### src/rtl/imagem_pkg.sv
// imagem_pkg: shared widths and controller state encoding for the image stream reader
package imagem_pkg;
  localparam int ADDR_W = 18;
  localparam int DATA_W = 32;
  localparam int LEN_W = 19;
  localparam int FIFO_DEPTH = 4;
  typedef enum logic [1:0] {IDLE, RUN, DRAIN} state_t;
endpackage

### src/rtl/imagem_stream_reader_if.sv
// imagem_stream_reader_if: Avalon-MM read port plus Avalon-ST source bundled for the reader
interface imagem_stream_reader_if #(
  parameter int AW = imagem_pkg::ADDR_W,
  parameter int DW = imagem_pkg::DATA_W
);
  logic [AW-1:0] avm_address;
  logic avm_read;
  logic avm_waitrequest;
  logic [DW-1:0] avm_readdata;
  logic avm_readdatavalid;
  logic [DW-1:0] src_data;
  logic src_valid;
  logic src_ready;
  logic src_sop;
  logic src_eop;
  modport master (
    output avm_address, avm_read, src_data, src_valid, src_sop, src_eop,
    input avm_waitrequest, avm_readdata, avm_readdatavalid, src_ready
  );
  modport slave (
    input avm_address, avm_read, src_data, src_valid, src_sop, src_eop,
    output avm_waitrequest, avm_readdata, avm_readdatavalid, src_ready
  );
endinterface

### src/rtl/imagem_sync_fifo.sv
// imagem_sync_fifo: show-ahead synchronous FIFO with occupancy count and async reset
module imagem_sync_fifo #(
  parameter int W = 34,
  parameter int DEPTH = 4,
  localparam int AW = $clog2(DEPTH)
)(
  input  logic clk,
  input  logic reset,
  input  logic push,
  input  logic [W-1:0] wdata,
  input  logic pop,
  output logic [W-1:0] rdata,
  output logic empty,
  output logic [AW:0] count
);
  logic [W-1:0] mem [DEPTH];
  logic [AW-1:0] wp, rp;
  assign rdata = mem[rp];
  assign empty = count == '0;
  always_ff @(posedge clk)
    if (push) mem[wp] <= wdata;
  always_ff @(posedge clk or posedge reset)
    if (reset) begin
      wp <= '0;
      rp <= '0;
      count <= '0;
    end else begin
      if (push) wp <= wp + AW'(1);
      if (pop) rp <= rp + AW'(1);
      count <= count + (AW+1)'(push) - (AW+1)'(pop);
    end
endmodule

### src/rtl/imagem_stream_reader.sv
// imagem_stream_reader: credit-limited Avalon-MM read master streaming a RAM block as an Avalon-ST packet
module imagem_stream_reader #(
  parameter int ADDR_W = imagem_pkg::ADDR_W,
  parameter int DATA_W = imagem_pkg::DATA_W,
  parameter int LEN_W = imagem_pkg::LEN_W,
  parameter int FIFO_DEPTH = imagem_pkg::FIFO_DEPTH
)(
  input  logic clk,
  input  logic reset,
  input  logic start,
  input  logic [ADDR_W-1:0] base_addr,
  input  logic [LEN_W-1:0] length,
  output logic busy,
  output logic done,
  imagem_stream_reader_if.master bus
);
  import imagem_pkg::*;
  localparam int CW = $clog2(FIFO_DEPTH) + 1;
  state_t state, state_nx;
  logic [ADDR_W-1:0] base;
  logic [LEN_W-1:0] len, issued, received;
  logic [CW-1:0] outstanding, fifo_count;
  logic accept, push, pop, fifo_empty, credit, last_pop;
  logic [DATA_W+1:0] fifo_in, fifo_out;
  // Reads in flight plus buffered words never exceed the FIFO, so every return has a slot
  assign credit = int'(outstanding) + int'(fifo_count) < FIFO_DEPTH;
  assign bus.avm_read = state == RUN && issued < len && credit;
  assign bus.avm_address = state == RUN ? base + issued[ADDR_W-1:0] : '0;
  assign accept = bus.avm_read && !bus.avm_waitrequest;
  assign push = bus.avm_readdatavalid && state != IDLE;
  assign pop = bus.src_valid && bus.src_ready;
  assign fifo_in = {received == '0, received == len - LEN_W'(1), bus.avm_readdata};
  assign bus.src_valid = !fifo_empty;
  assign {bus.src_sop, bus.src_eop, bus.src_data} = fifo_empty ? '0 : fifo_out;
  assign last_pop = pop && fifo_out[DATA_W];
  assign busy = state != IDLE;
  always_comb begin
    state_nx = state;
    case (state)
      IDLE:    state_nx = start && length != '0 ? RUN : IDLE;
      RUN:     state_nx = accept && issued == len - LEN_W'(1) ? DRAIN : RUN;
      DRAIN:   state_nx = last_pop ? IDLE : DRAIN;
      default: state_nx = IDLE;
    endcase
  end
  always_ff @(posedge clk or posedge reset)
    if (reset) begin
      state <= IDLE;
      base <= '0;
      len <= '0;
      issued <= '0;
      received <= '0;
      outstanding <= '0;
      done <= 1'b0;
    end else begin
      state <= state_nx;
      done <= (state == IDLE && start && length == '0) || (state == DRAIN && last_pop);
      if (state == IDLE && start) begin
        base <= base_addr;
        len <= length;
        issued <= '0;
        received <= '0;
      end else begin
        if (accept) issued <= issued + LEN_W'(1);
        if (push) received <= received + LEN_W'(1);
      end
      outstanding <= outstanding + CW'(accept) - CW'(push);
    end
  imagem_sync_fifo #(.W(DATA_W + 2), .DEPTH(FIFO_DEPTH)) u_fifo (
    .clk(clk),
    .reset(reset),
    .push(push),
    .wdata(fifo_in),
    .pop(pop),
    .rdata(fifo_out),
    .empty(fifo_empty),
    .count(fifo_count)
  );
endmodule
### src/flat_wrapper.sv
// flat-port wrapper written by rule: the top's interface ports become plain ports
module imagem_stream_reader_flat import imagem_pkg::*;
#(
  parameter int ADDR_W = imagem_pkg::ADDR_W,
  parameter int DATA_W = imagem_pkg::DATA_W,
  parameter int LEN_W = imagem_pkg::LEN_W,
  parameter int FIFO_DEPTH = imagem_pkg::FIFO_DEPTH
)
  (clk, reset, start, base_addr, length, busy, done, bus_avm_address, bus_avm_read, bus_src_data, bus_src_valid, bus_src_sop, bus_src_eop, bus_avm_waitrequest, bus_avm_readdata, bus_avm_readdatavalid, bus_src_ready);
  imagem_stream_reader_if bus_i ();
  input  logic clk;
  input  logic reset;
  input  logic start;
  input  logic [ADDR_W-1:0] base_addr;
  input  logic [LEN_W-1:0] length;
  output logic busy;
  output logic done;
  output wire logic [$bits(bus_i.avm_address)-1:0] bus_avm_address;
  output wire logic [$bits(bus_i.avm_read)-1:0] bus_avm_read;
  output wire logic [$bits(bus_i.src_data)-1:0] bus_src_data;
  output wire logic [$bits(bus_i.src_valid)-1:0] bus_src_valid;
  output wire logic [$bits(bus_i.src_sop)-1:0] bus_src_sop;
  output wire logic [$bits(bus_i.src_eop)-1:0] bus_src_eop;
  input wire logic [$bits(bus_i.avm_waitrequest)-1:0] bus_avm_waitrequest;
  input wire logic [$bits(bus_i.avm_readdata)-1:0] bus_avm_readdata;
  input wire logic [$bits(bus_i.avm_readdatavalid)-1:0] bus_avm_readdatavalid;
  input wire logic [$bits(bus_i.src_ready)-1:0] bus_src_ready;
  assign bus_avm_address = bus_i.avm_address;
  assign bus_avm_read = bus_i.avm_read;
  assign bus_src_data = bus_i.src_data;
  assign bus_src_valid = bus_i.src_valid;
  assign bus_src_sop = bus_i.src_sop;
  assign bus_src_eop = bus_i.src_eop;
  assign bus_i.avm_waitrequest = bus_avm_waitrequest;
  assign bus_i.avm_readdata = bus_avm_readdata;
  assign bus_i.avm_readdatavalid = bus_avm_readdatavalid;
  assign bus_i.src_ready = bus_src_ready;
  imagem_stream_reader #(.ADDR_W(ADDR_W), .DATA_W(DATA_W), .LEN_W(LEN_W), .FIFO_DEPTH(FIFO_DEPTH)) u_core (.clk(clk), .reset(reset), .start(start), .base_addr(base_addr), .length(length), .busy(busy), .done(done), .bus(bus_i));
endmodule
### config.mk
export PLATFORM = sky130hd
export DESIGN_NAME = imagem_stream_reader_flat
export DESIGN_NICKNAME = d
export VERILOG_FILES = /design/src/rtl/imagem_pkg.sv /design/src/rtl/imagem_stream_reader_if.sv /design/src/rtl/imagem_sync_fifo.sv /design/src/rtl/imagem_stream_reader.sv /design/src/flat_wrapper.sv
export SDC_FILE = /design/constraint.sdc
export NUM_CORES = 1
export LEC_CHECK = 0
export CAP_MARGIN = 20
export CORE_ASPECT_RATIO = 0.75
export CORE_MARGIN = 8
export CORE_UTILIZATION = 35
export DETAILED_ROUTE_END_ITERATION = 7
export GPL_TIMING_DRIVEN = 0
export PLACE_DENSITY = 0.56
export SYNTH_ARGS = -nofsm -noshare
export SYNTH_HDL_FRONTEND = slang
export SYNTH_SLANG_ARGS = --single-unit
### constraint.sdc
create_clock -name clk -period 4.1 [get_ports clk]
set_clock_uncertainty 0.05 [all_clocks]
set_input_delay 0.82 -clock clk [delete_from_list [all_inputs] [get_ports clk]]
set_output_delay 0.82 -clock clk [all_outputs]
set_load 0.005 [all_outputs]
# [After elaboration in Yosys (flattened, before gate mapping)]
# Memories as Yosys holds them, arrays and structs flattened.
# Cells that the tools add are included.
[classes] addsub=11 magnitude_cmp=2 n_eq_ne=4 muxes=12 reduce_logical=22
[ops] operator="two-way mux 19 bit" n=4
[ops] operator="adder 19 x 1 -> 19 bit, second input constant" n=2
[ops] operator="equality test 19 bit" n=2
[ops] operator="zero test 19 bit" n=2
[ops] operator="two-way mux 34 bit" n=1
[ops] operator="< comparator 32 x 4 -> 1 bit, second input constant" n=1
[ops] operator="< comparator 19 bit" n=1
[ops] operator="nonzero test 19 bit" n=1
[ops] operator="subtractor 19 x 1 -> 19 bit, second input constant" n=1
[ops] operator="adder 18 bit" n=1
[ops] operator="two-way mux 18 bit" n=1
[ops] operator="logical AND 1 bit" n=11
[ops] operator="adder 3 x 1 -> 3 bit" n=2
[ops] operator="one-hot mux 2 bit (3 select lines)" n=1
[ops] operator="nonzero test 2 bit" n=3
[ops] operator="subtractor 3 x 1 -> 3 bit" n=2
[ops] operator="adder 2 x 1 -> 2 bit, second input constant" n=2
[ops] operator="adder 3 x 3 -> 4 bit" n=1
[ops] operator="two-way mux 2 bit" n=2
[ops] operator="zero test 3 bit" n=1
[ops] operator="two-way mux 1 bit" n=3
[ops] operator="equality test 2 x 1 -> 1 bit, second input constant" n=1
[ops] operator="equality test 2 bit, second input constant" n=1
[ops] operator="zero test 1 bit" n=2
[ops] operator="2 further kinds" n=2
[word_totals] reg_bits=88 ram_bits=136 input_bits=75 output_inout_bits=56 word_cells=62 n_memories=1
[memory_table] memory="u_core.u_fifo.mem" depth=4 word_bits=34 read_ports=1 rd_ports_with_merged_regs=0 wr=1 line_no="imagem_sync_fifo.sv:16" rtl="logic [W-1:0] mem [DEPTH];"

# [Logic depth before layout (Yosys ltp)]
[depth] word_depth=7 ltp_mapped=12 mapped_depth_nobuf=11

# [Cells and area by module]
# Synthesis repeated with hierarchy kept, for this count alone.
[unflattened] hier_cells=948 area_unflattened_um2=11516.0
[by_module_without_submodules] mod="imagem_stream_reader" n_inst=1 cells_each=736 area_each_um2=6169.7 seq_area_each_um2=2026.9
[by_module_without_submodules] mod="imagem_sync_fifo" n_inst=1 cells_each=212 area_each_um2=5346.4 seq_area_each_um2=4259.1

# [Worst setup path before layout]
# Ideal clock, no wire load.
[synth_path] path_kind="register -> output" from="register u_core.issued[0]" to="output port bus_avm_address[16]" arrival_time_ps=2241 required_ps=3230 slack_ps=989 stages_incl_launch_ff=10 n_path_buf=0 cell_sequence="dfrtp_1 ha_1 fa_1 a211oi_1 o21a_1 nor3_1 o31ai_1 o211ai_1 xnor2_1 nor2_1"
[synth_via] elab_chain_cells=2
[synth_rtl] element="start: declaration" line_no="imagem_stream_reader.sv:21" rtl="logic [LEN_W-1:0] len, issued, received;"
[synth_rtl] element="start signal: assignment" line_no="imagem_stream_reader.sv:64" rtl="if (accept) issued <= issued + LEN_W'(1);"
[synth_rtl] element="adder 18 bit" line_no="imagem_stream_reader.sv:28" rtl="assign bus.avm_address = state == RUN ? base + issued[ADDR_W-1:0] : '0;"
[synth_rtl] element="two-way mux 18 bit" line_no="imagem_stream_reader.sv:28"
[synth_rtl] element="end: declaration" line_no="flat_wrapper.sv:18" rtl="output wire logic [$bits(bus_i.avm_address)-1:0] bus_avm_address;"
# No other way between the ends.

# [Worst setup path in the final report]
[layout_path] from="register u_core.issued[1]" to="output port bus_avm_address[17]"
# The elaborated chain is that of the path after synthesis.

==> results.json <==
{
  "result_of_the_run": "finished, final reports clean",
  "critPathKind": "reg2out",
  "synthesis.instances": 940,
  "detail-route-antenna-nets": 0,
  "layout_common_cells": "136 x sky130_fd_sc_hd__edfxtp_1, 125 x sky130_fd_sc_hd__clkdlybuf4s50_1, 82 x sky130_fd_sc_hd__dfrtp_1, 63 x sky130_fd_sc_hd__nor2_1, 61 x sky130_fd_sc_hd__xnor2_1",
  "cts.clk_slew.worst_paths_ns": 0.07,
  "holdCritPathClass": "reg2reg",
  "antenna_cells_inserted": 0,
  "number_of_buffers_created_by_cts": 24,
  "crit_path_top_delay_cell": "sky130_fd_sc_hd__clkdlybuf4s50_1",
  "cts-root-buf": "sky130_fd_sc_hd__clkbuf_16",
  "top_signal_layer_used": "met4",
  "clock.fmax_mhz": 252,
  "report.final.hold_viol_count": 0,
  "routed_length_on_met3_um": 1640,
  "netlist-cell-type-count": 60,
  "routed_wirelength_um": 29500,
  "fin_tns_setup_ns": 0,
  "drt_pre_antenna_iters": 5,
  "critical_path.max_stage_delay_ns": 0.53,
  "placementRows": 57,
  "power.density_cell_area_mw_per_mm2": 656,
  "gp_congestion": 0.872,
  "die-width_um": 226,
  "start_util_pct": 35.6,
  "ys_flop_type": "sky130_fd_sc_hd__edfxtp_1",
  "die_h_um": 173,
  "final-setup-viol-count": 0,
  "met2_length_um": 12700,
  "nNetsFinal": 1239,
  "postSynthAreaPerCell_um2": 12.3,
  "antenna_violations_before_repair": 0,
  "htree_levels": 1,
  "vias_in_the_first_global_route": 7907,
  "globalRouteTotalUtil_pct": 15.0,
  "final_slew_violations": 0,
  "area_growth_syn_to_layout_pct": 27.3,
  "timing_worst_slew_pin_value_ns": 0.901,
  "synth.yosys.warnings": 0,
  "finalCriticalPeriod_ns": 3.97,
  "grt_pass1_wl_um": 46600,
  "io_buffer_count": 129,
  "dr.first_iter.drc_count": 612,
  "dr_total_vias": 7927,
  "worstSetupEndpointType": "output port",
  "synth_async_sr_flop_share_pct": 39.3,
  "layout_commonest_cell": "sky130_fd_sc_hd__edfxtp_1",
  "power.total_w": 0.00965,
  "remaining_drc_errors": 0,
  "floorplan.die_area_mm2": 0.0392,
  "post_drt_via_cell_ratio": 5.05,
  "hold-worst-slack_ns": 0.445,
  "startpoint_type": "flop",
  "part_of_the_yosys_area_used_for_sequential_elements_pct": 54.4,
  "maximum_number_of_pins_on_one_net_before_global_route_repair": 59,
  "detail_route.wl_per_cell_um": 18.7,
  "worst_path_dominant_cell_family": "compound AO/OA/AOI/OAI gates",
  "number_of_synthesized_flops_with_an_enable_pin": 136,
  "worstPathRequired_ns": 3.23,
  "crit_path_max_fanout": 3,
  "crit_arrival_ns": 3.10,
  "vdd_drop_max_v": 0.000389,
  "placeableCoreArea_mm2": 0.0324,
  "timing.max_cap.violations": 0,
  "cts_buffer_depth": 3,
  "p_leak_nw": 5.43,
  "netlist_area_mm2": 0.0116,
  "drive_gt1_share_pct": 14.3,
  "worst_slew_margin_rel_pct": 39.4,
  "rsz0062_at_grt": "no",
  "cts_hold_buffers": 0,
  "timing.final.crit_share_pct": 96.7,
  "wirelength_met1_um": 14600,
  "globalRouteOverflowTotal": 0,
  "clock_latency_on_the_worst_skew_pair_ns": 0.54,
  "tritoncts": "built",
  "register_bit_count_reported_by_yosys": 224,
  "worstPathCellList": "ha_1 > a211oi_4 > o21ai_2 > a41oi_4 > o21ai_4 > a21oi_2 > a31oi_1 > mux2i_1 > clkdlybuf4s50_1",
  "critical_path.n_buffers_inverters": 1,
  "pin_count": 131,
  "place.detailed.hpwl_um": 21300,
  "synthesis.nets": 1068,
  "numClockSinks": 224
}
-- per-stage QoR --
| step | cells | instance area [um^2] | utilization [%] | setup slack (ns) |
|---|---|---|---|---|
| 3_5_place_dp | 1516 | 13500 | 41.7 | -0.00746 |
| 2_1_floorplan | 940 | 11600 | - | 0.951 |
| 3_3_place_gp | 1511 | 13400 | 41.3 | -0.857 |
| 5_1_grt | 1571 | 14700 | 45.4 | 0.00205 |
| 6_report | 1571 | 14700 | 45.4 | 0.134 |
| 4_1_cts | 1566 | 14700 | 45.2 | -0.0224 |
-- where the power goes --
part           leakage [nW]  internal, W  switching (W)
sequential             2.36      0.00289       0.000291
combinational          2.64      0.00210        0.00189
clock                 0.432      0.00152       0.000954
-- registers in the layout, summed over array words and instances (netlist names) --
| register | cells |
|---|---|
| u_core.state | 2 |
| u_core.received | 19 |
| u_core.issued | 19 |
| u_core.len | 19 |
| u_core.u_fifo.mem | 136 |
| u_core.outstanding | 3 |
| u_core.base | 18 |
| u_core.u_fifo.wp | 2 |
| u_core.done | 1 |
| u_core.u_fifo.count | 3 |
| u_core.u_fifo.rp | 2 |
-- cells in the mapped netlist (4+ instances only) --
cell / count / area (um^2)
sky130_fd_sc_hd__nand3_1: 18 / 90.1
sky130_fd_sc_hd__nand2b_1: 4 / 25.0
sky130_fd_sc_hd__or2_2: 7 / 43.8
sky130_fd_sc_hd__o21a_1: 5 / 37.5
sky130_fd_sc_hd__clkbuf_1: 36 / 135
sky130_fd_sc_hd__a21oi_1: 31 / 155
sky130_fd_sc_hd__xnor3_1: 6 / 135
sky130_fd_sc_hd__dfrtp_1: 88 / 2200
sky130_fd_sc_hd__nor4_1: 26 / 163
sky130_fd_sc_hd__nor2b_1: 5 / 31.3
sky130_fd_sc_hd__edfxtp_1: 136 / 4080
sky130_fd_sc_hd__a31oi_1: 5 / 31.3
sky130_fd_sc_hd__o21ai_0: 43 / 215
sky130_fd_sc_hd__a211oi_1: 6 / 45.0
sky130_fd_sc_hd__nand3b_1: 4 / 30.0
sky130_fd_sc_hd__ha_1: 50 / 626
sky130_fd_sc_hd__o211ai_1: 4 / 30.0
sky130_fd_sc_hd__mux2_2: 18 / 203
sky130_fd_sc_hd__inv_1: 43 / 161
sky130_fd_sc_hd__xor2_1: 27 / 236
sky130_fd_sc_hd__nor3_1: 25 / 125
sky130_fd_sc_hd__nand4_1: 17 / 106
sky130_fd_sc_hd__xnor2_1: 61 / 534
sky130_fd_sc_hd__buf_1: 4 / 15.0
sky130_fd_sc_hd__and3_1: 7 / 43.8
sky130_fd_sc_hd__nor3b_1: 4 / 30.0
sky130_fd_sc_hd__or3_1: 17 / 106
sky130_fd_sc_hd__nand2_1: 56 / 210
sky130_fd_sc_hd__mux4_2: 34 / 766
sky130_fd_sc_hd__nor2_1: 64 / 240
sky130_fd_sc_hd__and2_1: 44 / 275
-- layer usage --
metal	track usage, %	up-vias
li1	-	3797
met1	22.9	3888
met2	21.7	208
met3	2.47	34
met4	3.38	0
met5	0	-
-- cells by family (layout without fill, tap and decap cells) --
group,after synthesis,after routing,synth area share [%]
flops,224,224,54.4
compound gates,114,114,5.97
simple gates,312,312,14.3
fa+ha+maj,53,53,5.93
mux,54,54,8.55
buf+inv,89,278,3.06
xor+xnor,94,94,7.83
-- repair_timing --
action / in CTS / in global routing
setup endpoints to repair: 38 / 8
gates resized for setup: 39 / 9
setup buffers: 7 / 5
cloned: 0 / 0
pin swaps: 13 / 8
-- final cells by class --
cell class / count / area, um^2
clock inverter: 19 / 294
multi-input combinational: 627 / 5100
clock buffer: 25 / 604
tap: 442 / 553
timing repair buffer: 146 / 1500
buffer: 45 / 208
inverter: 43 / 164
sequential: 224 / 6290
fill: 2928 / 17700
-- worst paths after layout --
path | start | to | slack, ns | cells past startpoint
max | u_core.issued[1] | bus_avm_address[17] | 0.13 | 9
min | u_core.state[0] | u_core.done | 0.45 | 1
max reg2reg | u_core.len[0] | u_core.state[0] | 0.23 | 10
min reg2reg | u_core.state[0] | u_core.done | 0.45 | 1
max in group asynchronous | reset | u_core.base[15] | 2.73 | 3
min in group asynchronous | reset | u_core.received[2] | 0.61 | 2
Note: power is estimated with default switching activity, not from simulation.
